$ cat config.mk
export PLATFORM = sky130hd
export DESIGN_NAME = fetch_buffer
export DESIGN_NICKNAME = d
export VERILOG_FILES = /design/src/rtl/fetch_buffer.sv
export SDC_FILE = /design/constraint.sdc
export NUM_CORES = 1
export LEC_CHECK = 0
export CAP_MARGIN = 15
export CELL_PAD_IN_SITES_DETAIL_PLACEMENT = 0
export CELL_PAD_IN_SITES_GLOBAL_PLACEMENT = 1
export CORE_MARGIN = 1.5
export CORE_UTILIZATION = 25
export CTS_BUF_LIST = sky130_fd_sc_hd__clkbuf_8
export DETAILED_ROUTE_END_ITERATION = 10
export PLACE_DENSITY = 0.51
export SKIP_LAST_GASP = 1
export SYNTH_ARGS = -nofsm -noshare
export SYNTH_HDL_FRONTEND = slang
export SYNTH_SLANG_ARGS = --single-unit
$ cat constraint.sdc
create_clock -name clk -period 10.6 [get_ports clk]
set_input_delay 2.12 -clock clk [delete_from_list [all_inputs] [get_ports clk]]
set_output_delay 2.12 -clock clk [all_outputs]
set_load 0.02 [all_outputs]
$ cat src/rtl/fetch_buffer.sv
// fetch_buffer: 2-wide in-order instruction queue between fetch and decode
module fetch_buffer #(
  parameter int DEPTH = 8,
  parameter int XLEN  = 32
) (
  input  logic                       clk,
  input  logic                       rst_n,
  input  logic                       flush,
  input  logic                       in_valid,
  input  logic [XLEN-1:0]            in_inst_a,
  input  logic [XLEN-1:0]            in_pc_a,
  input  logic [XLEN-1:0]            in_inst_b,
  input  logic [XLEN-1:0]            in_pc_b,
  output logic                       in_ready,
  output logic                       out_valid_a,
  output logic [XLEN-1:0]            out_inst_a,
  output logic [XLEN-1:0]            out_pc_a,
  output logic                       out_valid_b,
  output logic [XLEN-1:0]            out_inst_b,
  output logic [XLEN-1:0]            out_pc_b,
  input  logic                       deq_a,
  input  logic                       deq_b,
  output logic [$clog2(DEPTH+1)-1:0] count
);
  localparam int PW = $clog2(DEPTH);
  localparam int CW = $clog2(DEPTH+1);
  logic [XLEN-1:0] inst_mem [DEPTH];
  logic [XLEN-1:0] pc_mem [DEPTH];
  logic [PW-1:0] head_q, head_d, tail_q, tail_d, head_p1, tail_p1;
  logic [CW-1:0] count_q, count_d;
  logic a_nz, b_nz, do_enq;
  logic [1:0] enq, pop;
  // Occupancy, pointer advance and registered-state outputs; zero-inst slots are bubbles
  always_comb begin
    a_nz = in_inst_a != '0;
    b_nz = in_inst_b != '0;
    in_ready = count_q <= CW'(DEPTH-2);
    do_enq = in_valid & in_ready;
    enq = do_enq ? {1'b0, a_nz} + {1'b0, b_nz} : 2'd0;
    out_valid_a = count_q != '0;
    out_valid_b = count_q >= CW'(2);
    pop = (deq_a & out_valid_a) ? 2'd1 + {1'b0, deq_b & out_valid_b} : 2'd0;
    head_p1 = head_q + PW'(1);
    tail_p1 = tail_q + PW'(1);
    head_d = flush ? '0 : head_q + PW'(pop);
    tail_d = flush ? '0 : tail_q + PW'(enq);
    count_d = flush ? '0 : count_q + CW'(enq) - CW'(pop);
    out_inst_a = out_valid_a ? inst_mem[head_q] : '0;
    out_pc_a = out_valid_a ? pc_mem[head_q] : '0;
    out_inst_b = out_valid_b ? inst_mem[head_p1] : '0;
    out_pc_b = out_valid_b ? pc_mem[head_p1] : '0;
  end
  assign count = count_q;
  // Pointer and fill-count registers
  always_ff @(posedge clk) begin
    if (!rst_n) begin
      head_q <= '0;
      tail_q <= '0;
      count_q <= '0;
    end else begin
      head_q <= head_d;
      tail_q <= tail_d;
      count_q <= count_d;
    end
  end
  // Storage write: slot b packs behind slot a, or into the tail if a was a bubble
  always_ff @(posedge clk) begin
    if (rst_n && !flush && do_enq) begin
      if (a_nz) begin
        inst_mem[tail_q] <= in_inst_a;
        pc_mem[tail_q] <= in_pc_a;
      end
      if (b_nz) begin
        inst_mem[a_nz ? tail_p1 : tail_q] <= in_inst_b;
        pc_mem[a_nz ? tail_p1 : tail_q] <= in_pc_b;
      end
    end
  end
  // Decode must only pop valid entries, and head+1 only together with head
  always_ff @(posedge clk) begin
    if (rst_n && !flush) begin
      assert (!(deq_b && !deq_a));
      assert (!(deq_a && !out_valid_a));
      assert (!(deq_b && !out_valid_b));
    end
  end
endmodule

==> flow_summary_export.csv <==
group,metric,value,unit
clock_tree,clock_path_buffers,3,
clock_tree,cts.sinks,522,
worst_setup_path,end_kind,"output port",
global_routing,grt_usage,16.91,%
sta,min_period,7391,ps
sta,worst_pin_slew,1179,ps
clock_tree,cts-resized-gates,0,
finish,nets,2307,
sta,fmax,135.3,MHz
floorplanning,io_pins,269,
worst_setup_path,slowest_stage,"buf_4",
drt,drt_iter0_drc,1415,
finish,layout_common_cells,"512 x edfxtp_1, 295 x mux2_2, 268 x clkdlybuf4s50_1",
floorplanning,num_rows,129,
worst_setup_path,required,8480,ps
clock_tree,clk_latency,750,ps
synth,synth_seq_cells,522,
placed_design,place_congestion,0.7144,
floorplanning,start_util,25.28,%
finish,layout_commonest_cell,"edfxtp_1",
worst_setup_path,crit_chain,"buf_4 -> buf_4 -> mux4_2 -> nand2_1 -> a21oi_1 -> clkdlybuf4s50_1",
synth,synth_cells,1902,
placed_design,dpl.hpwl,64160,µm
run,drv_cap,0,
sta,hold_viol_final,0,
finish,synthToLayoutAreaGrowth,19.12,%
worst_setup_path,crit_top_cell,"buf_4",
worst_setup_path,slowest_delay,950,ps
finish,layout-drive-gt1-share,38.80,%
clock_tree,holdBufCountCts,0,
floorplanning,dieArea,127500,µm²
floorplanning,coreArea,124000,µm²
global_routing,grt_pass1_vias,20980,
global_routing,antenna_found_initial,12,
global_routing,grt_max_degree,68,
clock_tree,cts_setup_buffers,0,
synth,async_flop_share,0,%
drt,drt_first_pass_iters,8,
floorplanning,die_w,357.0,µm
synth,netlist_area,31340,µm²
floorplanning,die_h,357.0,µm
worst_setup_path,critPathKind,"register to output port",
clock_tree,cts_made_buffers,102,
outcome,status,"finished with violations",
synth,ys_warn_count,0,
synth,synthFlopType,"edfxtp_1",
power_and_ir_drop,total_power,6.765,mW
sta,maxSlewHeadroom,21.38,%
global_routing,grt_pass1_wl,154100,µm
drt,wl_per_cell,28.00,µm
drt,vias_per_cell,4.971,
sta,setup_viol,0,
drt,postRouteAntennaNets,0,
worst_setup_path,critPathMaxFanout,67,
sta,setup_tns,0,ps
drt,wirelength,108600,µm
synth,synth_fp_nets,2051,
sta,rsz0062_at_grt,"false",
worst_setup_path,cp-start-kind,"register",
power_and_ir_drop,power_leakage,12.09,nW
clock_tree,clkTransAtPathRegs,60,ps
synth,synth.yosys.seq_area_share,49.70,%
drt,num_vias,19280,
sta,slew_viol_final,0,
synth,ys_types,45,
power_and_ir_drop,ir_drop,0.2107,mV
outcome,violations,"DRC",
synth,synth_edf_count,512,
global_routing,grt_overflow,0,
worst_setup_path,crit_arrival,5270,ps
clock_tree,cts_root_buf,"clkbuf_8",
sta,post-route-period-util,69.73,%
drt,post-route-drc-count,28,
clock_tree,htree_levels,3,
placed_design,port_buffers,268,
power_and_ir_drop,power-per-cell-area,181.2,nW/µm²
worst_hold_path,hold_class,"register to register",
synth,syn_avg_cell_area,16.47,µm²
clock_tree,cts_tree,"yes",
sta,fin_skew,58.59,ps
-- sequential cells by signal, indices dropped and copies added (netlist names) --
name      cells
inst_mem    256
tail_q        3
count         4
head_q        3
pc_mem      256
-- final timing paths --
path / slack (ps) / end / startpoint / cells after the start
max: 3210 / out_inst_b[2] / head_q[0] / 6
min: 740 / count[3] / count[3] / 4
max reg2reg: 6360 / inst_mem[0][17] / count[3] / 10
min reg2reg: 740 / count[3] / count[3] / 4
-- metrics by stage --
step / worst slack [ps] / hold WS, ps / util (%) / cells / cell area (µm²)
5_1_grt: 2772 / 796.2 / 30.11 / 3877 / 37320
6_report: 3209 / 744.6 / 30.11 / 3879 / 37330
3_3_place_gp: 3230 / 718.4 / 28.63 / 3690 / 35490
3_5_place_dp: 3275 / 716.0 / 28.63 / 3690 / 35490
4_1_cts: 2962 / 740.7 / 30.09 / 3873 / 37300
2_1_floorplan: 3846 / 578.0 / - / 1902 / 31340
-- final cells by class --
| cell class | instances | area (µm²) |
|---|---|---|
| fill | 12360 | 86630 |
| sequential | 522 | 15590 |
| multi-input combinational | 1209 | 14810 |
| timing repair buffer | 310 | 3018 |
| tap | 1637 | 2048 |
| clock buffer | 102 | 1404 |
| clock inverter | 81 | 401.6 |
| inverter | 13 | 48.80 |
| antenna | 5 | 12.51 |
-- cell families after synthesis --
group	count (synthesis)	synth area share [%]
AO/OA/AOI/OAI	80	1.685
XOR/XNOR	8	0.2236
adder cells (fa/ha/maj)	15	0.6948
buffers and inverters	171	3.462
flip-flops	522	49.70
multiplexers	837	40.45
AND/OR/NAND/NOR	269	3.777
-- synthesized netlist by cell type (4+ instances only) --
cell type / number / area share (%)
xnor2_1: 6 / 0.17
clkbuf_2: 4 / 0.064
mux2_4: 120 / 5.7
buf_4: 9 / 0.22
buf_12: 7 / 0.45
mux2_2: 295 / 11
mux2_1: 97 / 3.5
clkbuf_1: 63 / 0.75
nor4_1: 17 / 0.34
buf_6: 38 / 1.4
buf_2: 4 / 0.064
edfxtp_1: 512 / 49
buf_1: 33 / 0.40
mux4_2: 256 / 18
inv_1: 13 / 0.16
a21oi_1: 70 / 1.1
a32oi_4: 4 / 0.35
nor2_1: 77 / 0.92
nand2_1: 139 / 1.7
and2_1: 7 / 0.14
ha_1: 11 / 0.44
nand3_1: 6 / 0.096
mux2i_1: 68 / 2.2
fa_1: 4 / 0.26
dfxtp_1: 10 / 0.64
-- layer usage --
layer  track usage [%]  up-vias  wire (µm)
li1                  -     8234          -
met1             21.75    10300      45980
met2             29.21      578      54200
met3             2.923      160       5989
met4             4.525        8       2381
met5                 0        -         56
-- critical path, delay by kind of cell (launching register included) --
kind	cells	cell delay [ps]
AOI/OAI and AO/OA	1	490
buffers and inverters	3	2560
and+or+nand+nor	1	60
DFF	1	900
muxes	1	380
-- power by group --
| group | switching, mW | total [mW] | internal (mW) | leakage (nW) |
|---|---|---|---|---|
| logic | 1.46 | 2.52 | 1.06 | 6.34 |
| clock network | 0.933 | 1.87 | 0.941 | 1.04 |
| registers | 0.0463 | 2.37 | 2.32 | 4.71 |
Note: power is estimated with default switching activity, not from simulation.
